==> src/rtl/seg_serial_rx.sv <==
// Serial-to-parallel receiver for the CLK/DO/PEN/CLR shift-register stream, sampled in the clk domain.
// Optional feature: define SEG_RX_ERRCNT_EN to add the saturating err_cnt rejected-frame counter.
module seg_serial_rx #(
    parameter int WIDTH  = 16,
    parameter bit INVERT = 1'b0
) (
    input  logic             clk,
    input  logic             reset,
    input  logic             s_clk,
    input  logic             s_do,
    input  logic             s_pen,
    input  logic             s_clr,
    output logic [WIDTH-1:0] pdata,
    output logic             valid,
    output logic             frame_err,
`ifdef SEG_RX_ERRCNT_EN
    output logic [7:0]       err_cnt,
`endif
    output logic             busy
);

    localparam int CNT_W = $clog2(WIDTH + 2);
    localparam logic [CNT_W-1:0] CNT_FULL = CNT_W'(WIDTH);
    localparam logic [CNT_W-1:0] CNT_OVER = CNT_W'(WIDTH + 1);
    localparam logic [WIDTH-1:0] PDATA_RST = INVERT ? {WIDTH{1'b1}} : {WIDTH{1'b0}};

    typedef enum logic [1:0] {
        ST_IDLE,
        ST_SHIFT,
        ST_OVER
    } state_t;

    // clk/pen carry a third stage for rise detection; do/clr are used as levels
    logic [2:0] clk_sync_q, clk_sync_d;
    logic [2:0] pen_sync_q, pen_sync_d;
    logic [1:0] do_sync_q, do_sync_d;
    logic [1:0] clr_sync_q, clr_sync_d;

    state_t           state_q, state_d;
    logic [WIDTH-1:0] sr_q, sr_d;
    logic [CNT_W-1:0] cnt_q, cnt_d;
    logic [WIDTH-1:0] pdata_q, pdata_d;
    logic             valid_q, valid_d;
    logic             frame_err_q, frame_err_d;
    logic             busy_q, busy_d;

    logic clk_rise, pen_rise, clr_low;

    assign clk_rise = clk_sync_q[1] & ~clk_sync_q[2];
    assign pen_rise = pen_sync_q[1] & ~pen_sync_q[2];
    assign clr_low  = ~clr_sync_q[1];

    always_comb begin
        clk_sync_d  = {clk_sync_q[1:0], s_clk};
        pen_sync_d  = {pen_sync_q[1:0], s_pen};
        do_sync_d   = {do_sync_q[0], s_do};
        clr_sync_d  = {clr_sync_q[0], s_clr};
        state_d     = state_q;
        sr_d        = sr_q;
        cnt_d       = cnt_q;
        pdata_d     = pdata_q;
        valid_d     = 1'b0;
        frame_err_d = 1'b0;

        if (clr_low) begin
            sr_d    = '0;
            cnt_d   = '0;
            state_d = ST_IDLE;
        end else begin
            if (clk_rise) begin
                sr_d = {sr_q[WIDTH-2:0], do_sync_q[1]};
                case (state_q)
                    ST_IDLE: begin
                        state_d = ST_SHIFT;
                        cnt_d   = CNT_W'(1);
                    end
                    ST_SHIFT: begin
                        if (cnt_q == CNT_FULL) begin
                            state_d = ST_OVER;
                            cnt_d   = CNT_OVER;
                        end else begin
                            cnt_d = cnt_q + CNT_W'(1);
                        end
                    end
                    default: ;
                endcase
            end
            // PEN judges the post-shift view so a last bit arriving with PEN still counts
            if (pen_rise) begin
                if (state_d == ST_SHIFT && cnt_d == CNT_FULL) begin
                    pdata_d = INVERT ? ~sr_d : sr_d;
                    valid_d = 1'b1;
                end else begin
                    frame_err_d = 1'b1;
                end
                state_d = ST_IDLE;
                cnt_d   = '0;
            end
        end
        busy_d = (state_d != ST_IDLE);
    end

    always_ff @(posedge clk) begin
        if (reset) begin
            clk_sync_q  <= '0;
            pen_sync_q  <= '0;
            do_sync_q   <= '0;
            clr_sync_q  <= '1;
            state_q     <= ST_IDLE;
            sr_q        <= '0;
            cnt_q       <= '0;
            pdata_q     <= PDATA_RST;
            valid_q     <= 1'b0;
            frame_err_q <= 1'b0;
            busy_q      <= 1'b0;
        end else begin
            clk_sync_q  <= clk_sync_d;
            pen_sync_q  <= pen_sync_d;
            do_sync_q   <= do_sync_d;
            clr_sync_q  <= clr_sync_d;
            state_q     <= state_d;
            sr_q        <= sr_d;
            cnt_q       <= cnt_d;
            pdata_q     <= pdata_d;
            valid_q     <= valid_d;
            frame_err_q <= frame_err_d;
            busy_q      <= busy_d;
        end
    end

`ifdef SEG_RX_ERRCNT_EN
    logic [7:0] err_cnt_q, err_cnt_d;

    always_comb begin
        err_cnt_d = err_cnt_q;
        if (frame_err_d && err_cnt_q != 8'hFF) err_cnt_d = err_cnt_q + 8'd1;
    end

    always_ff @(posedge clk) begin
        if (reset) err_cnt_q <= '0;
        else       err_cnt_q <= err_cnt_d;
    end

    assign err_cnt = err_cnt_q;
`endif

    assign pdata     = pdata_q;
    assign valid     = valid_q;
    assign frame_err = frame_err_q;
    assign busy      = busy_q;

endmodule

==> config.mk <==
export PLATFORM = sky130hd
export DESIGN_NAME = seg_serial_rx
export DESIGN_NICKNAME = d
export VERILOG_FILES = /design/src/rtl/seg_serial_rx.sv
export SDC_FILE = /design/constraint.sdc
export NUM_CORES = 1
export LEC_CHECK = 0
export CORE_MARGIN = 10
export CORE_UTILIZATION = 58
export DETAILED_ROUTE_END_ITERATION = 12
export MAX_ROUTING_LAYER = met4
export PLACE_DENSITY = 0.82
export SYNTH_ARGS = -nofsm -noshare
export SYNTH_HDL_FRONTEND = slang
export SYNTH_SLANG_ARGS = --single-unit
==> constraint.sdc <==
create_clock -name clk -period 3.6 [get_ports clk]
set_input_delay 0.72 -clock clk [delete_from_list [all_inputs] [get_ports clk]]
set_output_delay 0.72 -clock clk [all_outputs]
set_load 0.02 [all_outputs]
# After elaboration in Yosys (flattened, before gate mapping)
# Index checks and enable logic that the tools add are counted.
# W data, S select, Z words.
word_totals:
  reg_bits: 52
  latch_bits: 0
  ramBits: 0
  mem_bits_ro: 0
  input_bits: 6
  wordCells: 42
  n_memories: 0
classes:
  add_sub_neg: 1
  multipliers: 0
  n_div: 0
  magnitude_cmp: 0
  n_eq_ne: 4
  n_shift: 0
  n_mux: 13
  n_bitwise: 6
  n_reduce_logical: 7
op_table:
  columns: ["operator", "count"]
  rows:
  - ["$mux W16", 1]
  - ["$mux W5", 3]
  - ["$eq A5 B5 Y1 const B", 2]
  - ["$mux W2", 5]
  - ["$pmux W5 S2", 1]
  - ["$reduce_or A3 Y1", 2]
  - ["$add A5 B1 Y5 const B", 1]
  - ["$eq A2 B1 Y1 const B", 2]
  - ["$not A1 Y1", 4]
  - ["$pmux W2 S2", 1]
  - ["$reduce_and A3 Y1", 1]
  - ["$and A1 B1 Y1", 2]
  - ["$logic_not A2 Y1", 1]
  - ["$mux W1", 2]
  - ["$reduce_bool A2 Y1", 1]
  - ["$reduce_or A2 Y1", 1]
  - ["$logic_and A1 B1 Y1", 1]

# Logic depth before layout (Yosys ltp)
depth:
  depth_word: 8
  depth_mapped: 9

# Worst setup path before layout
# Ideal clock, no wire load.
synth_timing:
  path_kind: "register -> register"
  from: "register cnt_q[0]"
  to: "register pdata_q[0], in the netlist pdata[0]"
  setup_ps: 141
  arrival_ps: 2015
  required_time_ps: 3459
  slack_ps: 1444
  path_stages_with_launch: 10
  path_buffers: 1
  cell_sequence: "dfxtp_1 inv_1 ha_1 and4bb_4 nand2b_4 o32a_2 a211o_1 nor3_4 buf_8 a211oi_2"
synth_via:
  elab_chain_len: 8
  word_cells_on_any_way: 14
synth_rtl:
  columns: ["element", "line_no", "text"]
  rows:
  - ["start, declared", "41", "logic [CNT_W-1:0] cnt_q, cnt_d;"]
  - ["start signal, assigned", "123", "cnt_q <= cnt_d;"]
  - ["$add A5 B1 Y5 or $eq A5 B5 Y1 (tied branches)", "82, 78", null]
  - ["$mux W5 or $mux W2 (tied branches)", "78", "if (cnt_q == CNT_FULL) begin"]
  - ["$pmux W5 S2 or $pmux W2 S2 (tied branches)", "72", "case (state_q)"]
  - ["$mux W5 or $mux W2 (tied branches)", "70", "if (clk_rise) begin"]
  - ["$mux W5 or $mux W2 (tied branches)", "65", "if (clr_low) begin"]
  - ["$eq A5 B5 Y1 or $eq A2 B1 Y1 (tied branches)", "90", "if (state_d == ST_SHIFT && cnt_d == CNT_FULL) begin"]
  - ["$logic_and A1 B1 Y1 (*)", "90", null]
  - ["$reduce_and A3 Y1 (no source line) (*)", null, null]
  - ["end signal, assigned", "124", "pdata_q <= pdata_d;"]
  - ["end, declared", "42", "logic [WIDTH-1:0] pdata_q, pdata_d;"]
# Every way passes the cells marked *; elsewhere a longest branch is shown, timed or not. The select of a mux whose other input is x is not followed.
# A chain may end at the register's enable or synchronous reset.

# Worst setup path after layout
layout_timing:
  from: "register cnt_q[0]"
  to: "register pdata_q[6], in the netlist pdata[6]"
# Same word-level chain as after synthesis.

==> flow_metrics.tcl <==
set metrics [dict create \
    synth.avg_cell_area_um2 10.6 \
    htree_levels 2 \
    cts_buffers 5 \
    p_total_uw 908 \
    io_pins 25 \
    place_congestion 0.853 \
    rrSetupSlack_ns 1.08 \
    ff2ff_path_depth 8 \
    r2r-start "cnt_q[0]" \
    first_pass_iters 4 \
    drive_gt1_frac 0.158 \
    grt_overflow 0 \
    die_h_um 80.1 \
    yosys_most_used_dff "dfxtp_1" \
    grt_pass1_wl_um 6970 \
    clk_pin_slew_ns 0.15 \
    clkSinkCount 52 \
    die_area_um2 6410 \
    netlist_area_um2 2090 \
    rows 21 \
    hpwlAfterDp_um 3010 \
    fin_util 0.696 \
    yosysUniqueCellTypes 41 \
    setup_violations 0 \
    ys_seq_area_frac 0.498 \
    synth-seq-cells 52 \
    worstPathRequired_ns 3.88 \
    io_buffers 24 \
    antenna_found_initial 0 \
    status "completed" \
    leakage_uw 0.000795 \
    fin_crit_ns 2.52 \
    drc 0 \
    slew_headroom 0.516 \
    grt_pass1_vias 1490 \
    min_to "clr_sync_q[1]" \
    clock_latency_ns 0.37 \
    fill_cells 289 \
    netlist_instances 198 \
    timing.rr.end "pdata[6]" \
    core_um2 3420 \
    grt_start_max_net_pins 28 \
    cts_tree "built" \
    crit_fanout 16 \
    fin_worst_skew_ns 0.0132 \
    hold_viol 0 \
    vias_per_cell 5.58 \
    holdPathStages 1 \
    async_flop_share 0 \
    yosys.area_share.simple 0.170 \
    cts_hold_buf 0 \
    max-clock-path-buffers 2 \
    synth_xor_area_frac 0.00419 \
    wire_per_inst_um 15.4 \
    synth_fa_ha_area_frac 0.0120 \
    initial_core_util 0.612 \
    post_cts_buffers 0 \
    drt_wl_total_um 4100 \
    min_period_over_period 0.699 \
    startpoint_type "register" \
    drtAntennaViolNets 0 \
    power_density_nw_per_um2 382 \
    areaGrowthSynthToFinish_pct 13.6 \
    clock-root-buffer "clkbuf_4" \
    synth_compound_area_frac 0.177 \
    setup_tns_ns 0 \
    die_x_um 80.1 \
    max_freq_mhz 397 \
    ys_warn_count 0 \
    end_kind "register" \
    maxSlewViolCount 0 \
    hp-class "register to register" \
    cap_violations 0 \
    peakVddDrop_mv 0.309 \
    vias 1489 \
    final_nets 228 \
    drtIter0Drc 58 \
    rsz0062_at_grt "false" \
    worstPathArrival_ns 2.79 \
    synthMuxAreaShare 0.0813 \
    grt.total_usage 0.140 \
    cts_resized 0 \
    syn_nets 206 \
    tightest_slew_ns 0.723 \
    crit_type "register to register" \
    antenna_cells 0 \
    worstHoldStart "clr_sync_q[0]" \
    synth_top_family_by_area "compound AO/OA/AOI/OAI gates" \
    synth_edf_count 0 \
]
worst max-delay path: stages (launching register included):
cell and delay [ns]:
dfxtp_1 0.50, inv_1 0.08, ha_1 0.20, and4bb_4 0.21, nand2b_4 0.15, o32a_2 0.22
a211oi_4 0.59, a21oi_1 0.18, a211oi_1 0.28
cells in the mapped netlist, types with 2 or more instances:
library cell | number | area share
inv_1 | 3 | 0.0054
buf_6 | 3 | 0.016
nor3_1 | 3 | 0.0072
o21ai_0 | 3 | 0.0072
nand3_1 | 4 | 0.0096
nand2_1 | 5 | 0.0090
or2_2 | 2 | 0.0060
clkbuf_1 | 4 | 0.0072
nor2_1 | 22 | 0.039
nand3b_1 | 2 | 0.0072
mux2i_1 | 17 | 0.081
dfxtp_1 | 52 | 0.50
a211oi_1 | 7 | 0.025
nand2b_1 | 4 | 0.012
a211oi_2 | 10 | 0.060
nor2b_1 | 11 | 0.033
a21oi_1 | 20 | 0.048
buf_4 | 2 | 0.0072
ha_1 | 2 | 0.012
layout make-up:
class                           instances  area [µm²]  area share
Clock buffer                            6        51.3      0.0216
Clock inverter                          2        13.8     0.00579
Sequential cell                        52        1040       0.438
Tap cell                               46        57.6      0.0242
Timing Repair Buffer                   28         270       0.114
Inverter                                3        11.3     0.00474
Multi-Input combinational cell        130         932       0.392
per-stage QoR:
step                setup slack [ns]  instances  cell area [µm²]  hold slack [ns]
finish                          1.08        267             2380            0.434
global route                   0.923        267             2380            0.455
CTS                             1.11        267             2380            0.430
detailed placement             0.942        259             2310            0.400
global placement                1.02        259             2310            0.396
floorplan                       1.44        198             2090            0.389
layout by cell type (no fill, tap or decap), drive strengths merged, types with 5 or more instances in the layout:
cell type | Yosys | layout
a211oi | 18 | 18
nand2b | 5 | 5
nor3 | 5 | 5
clkbuf | 6 | 6
nand2 | 5 | 5
o21ai | 5 | 5
clkdlybuf4s50 | 0 | 24
nand3 | 5 | 5
mux2i | 17 | 17
nor2 | 22 | 22
a21oi | 20 | 20
nor2b | 11 | 11
dfxtp | 52 | 52
logic make-up (layout without fill, tap and decap cells):
kind of cell               after synthesis  count (layout)
buffers and inverters                   16              39
muxes                                   17              17
and+or+nand+nor                         62              62
AOI/OAI and AO/OA                       48              48
adders and majority gates                2               2
DFF                                     52              52
xor gates and xnor gates                 1               1
flip-flops by register name (all words and copies together) (netlist names):
register    flops
do_sync_q       2
pdata          16
clr_sync_q      2
frame_err       1
state_q         2
pen_sync_q      3
clk_sync_q      3
cnt_q           5
busy            1
valid           1
sr_q           16
metal layers:
metal	track usage	up-vias	share of wire
li1	-	740	-
met1	0.146	716	0.43
met2	0.245	26	0.52
met3	0.0434	7	0.040
met4	0.0458	0	0.013
met5	-	-	0
where the power goes:
| group | internal, µW | switching [µW] |
|---|---|---|
| clock network | 97.0 | 178 |
| logic | 19.7 | 26.6 |
| registers | 582 | 4.58 |
worst max path at each step:
stage | startpoint | slack, ns | to
finish | cnt_q[0] | 1.08 | pdata[6]
global route | cnt_q[0] | 0.92 | pdata[6]
CTS | cnt_q[0] | 1.11 | pdata[6]
detailed placement | reset | 0.94 | busy
global placement | reset | 1.02 | busy
floorplan | cnt_q[0] | 1.44 | pdata[0]
No activity file was read; power rests on OpenSTA's default activity.
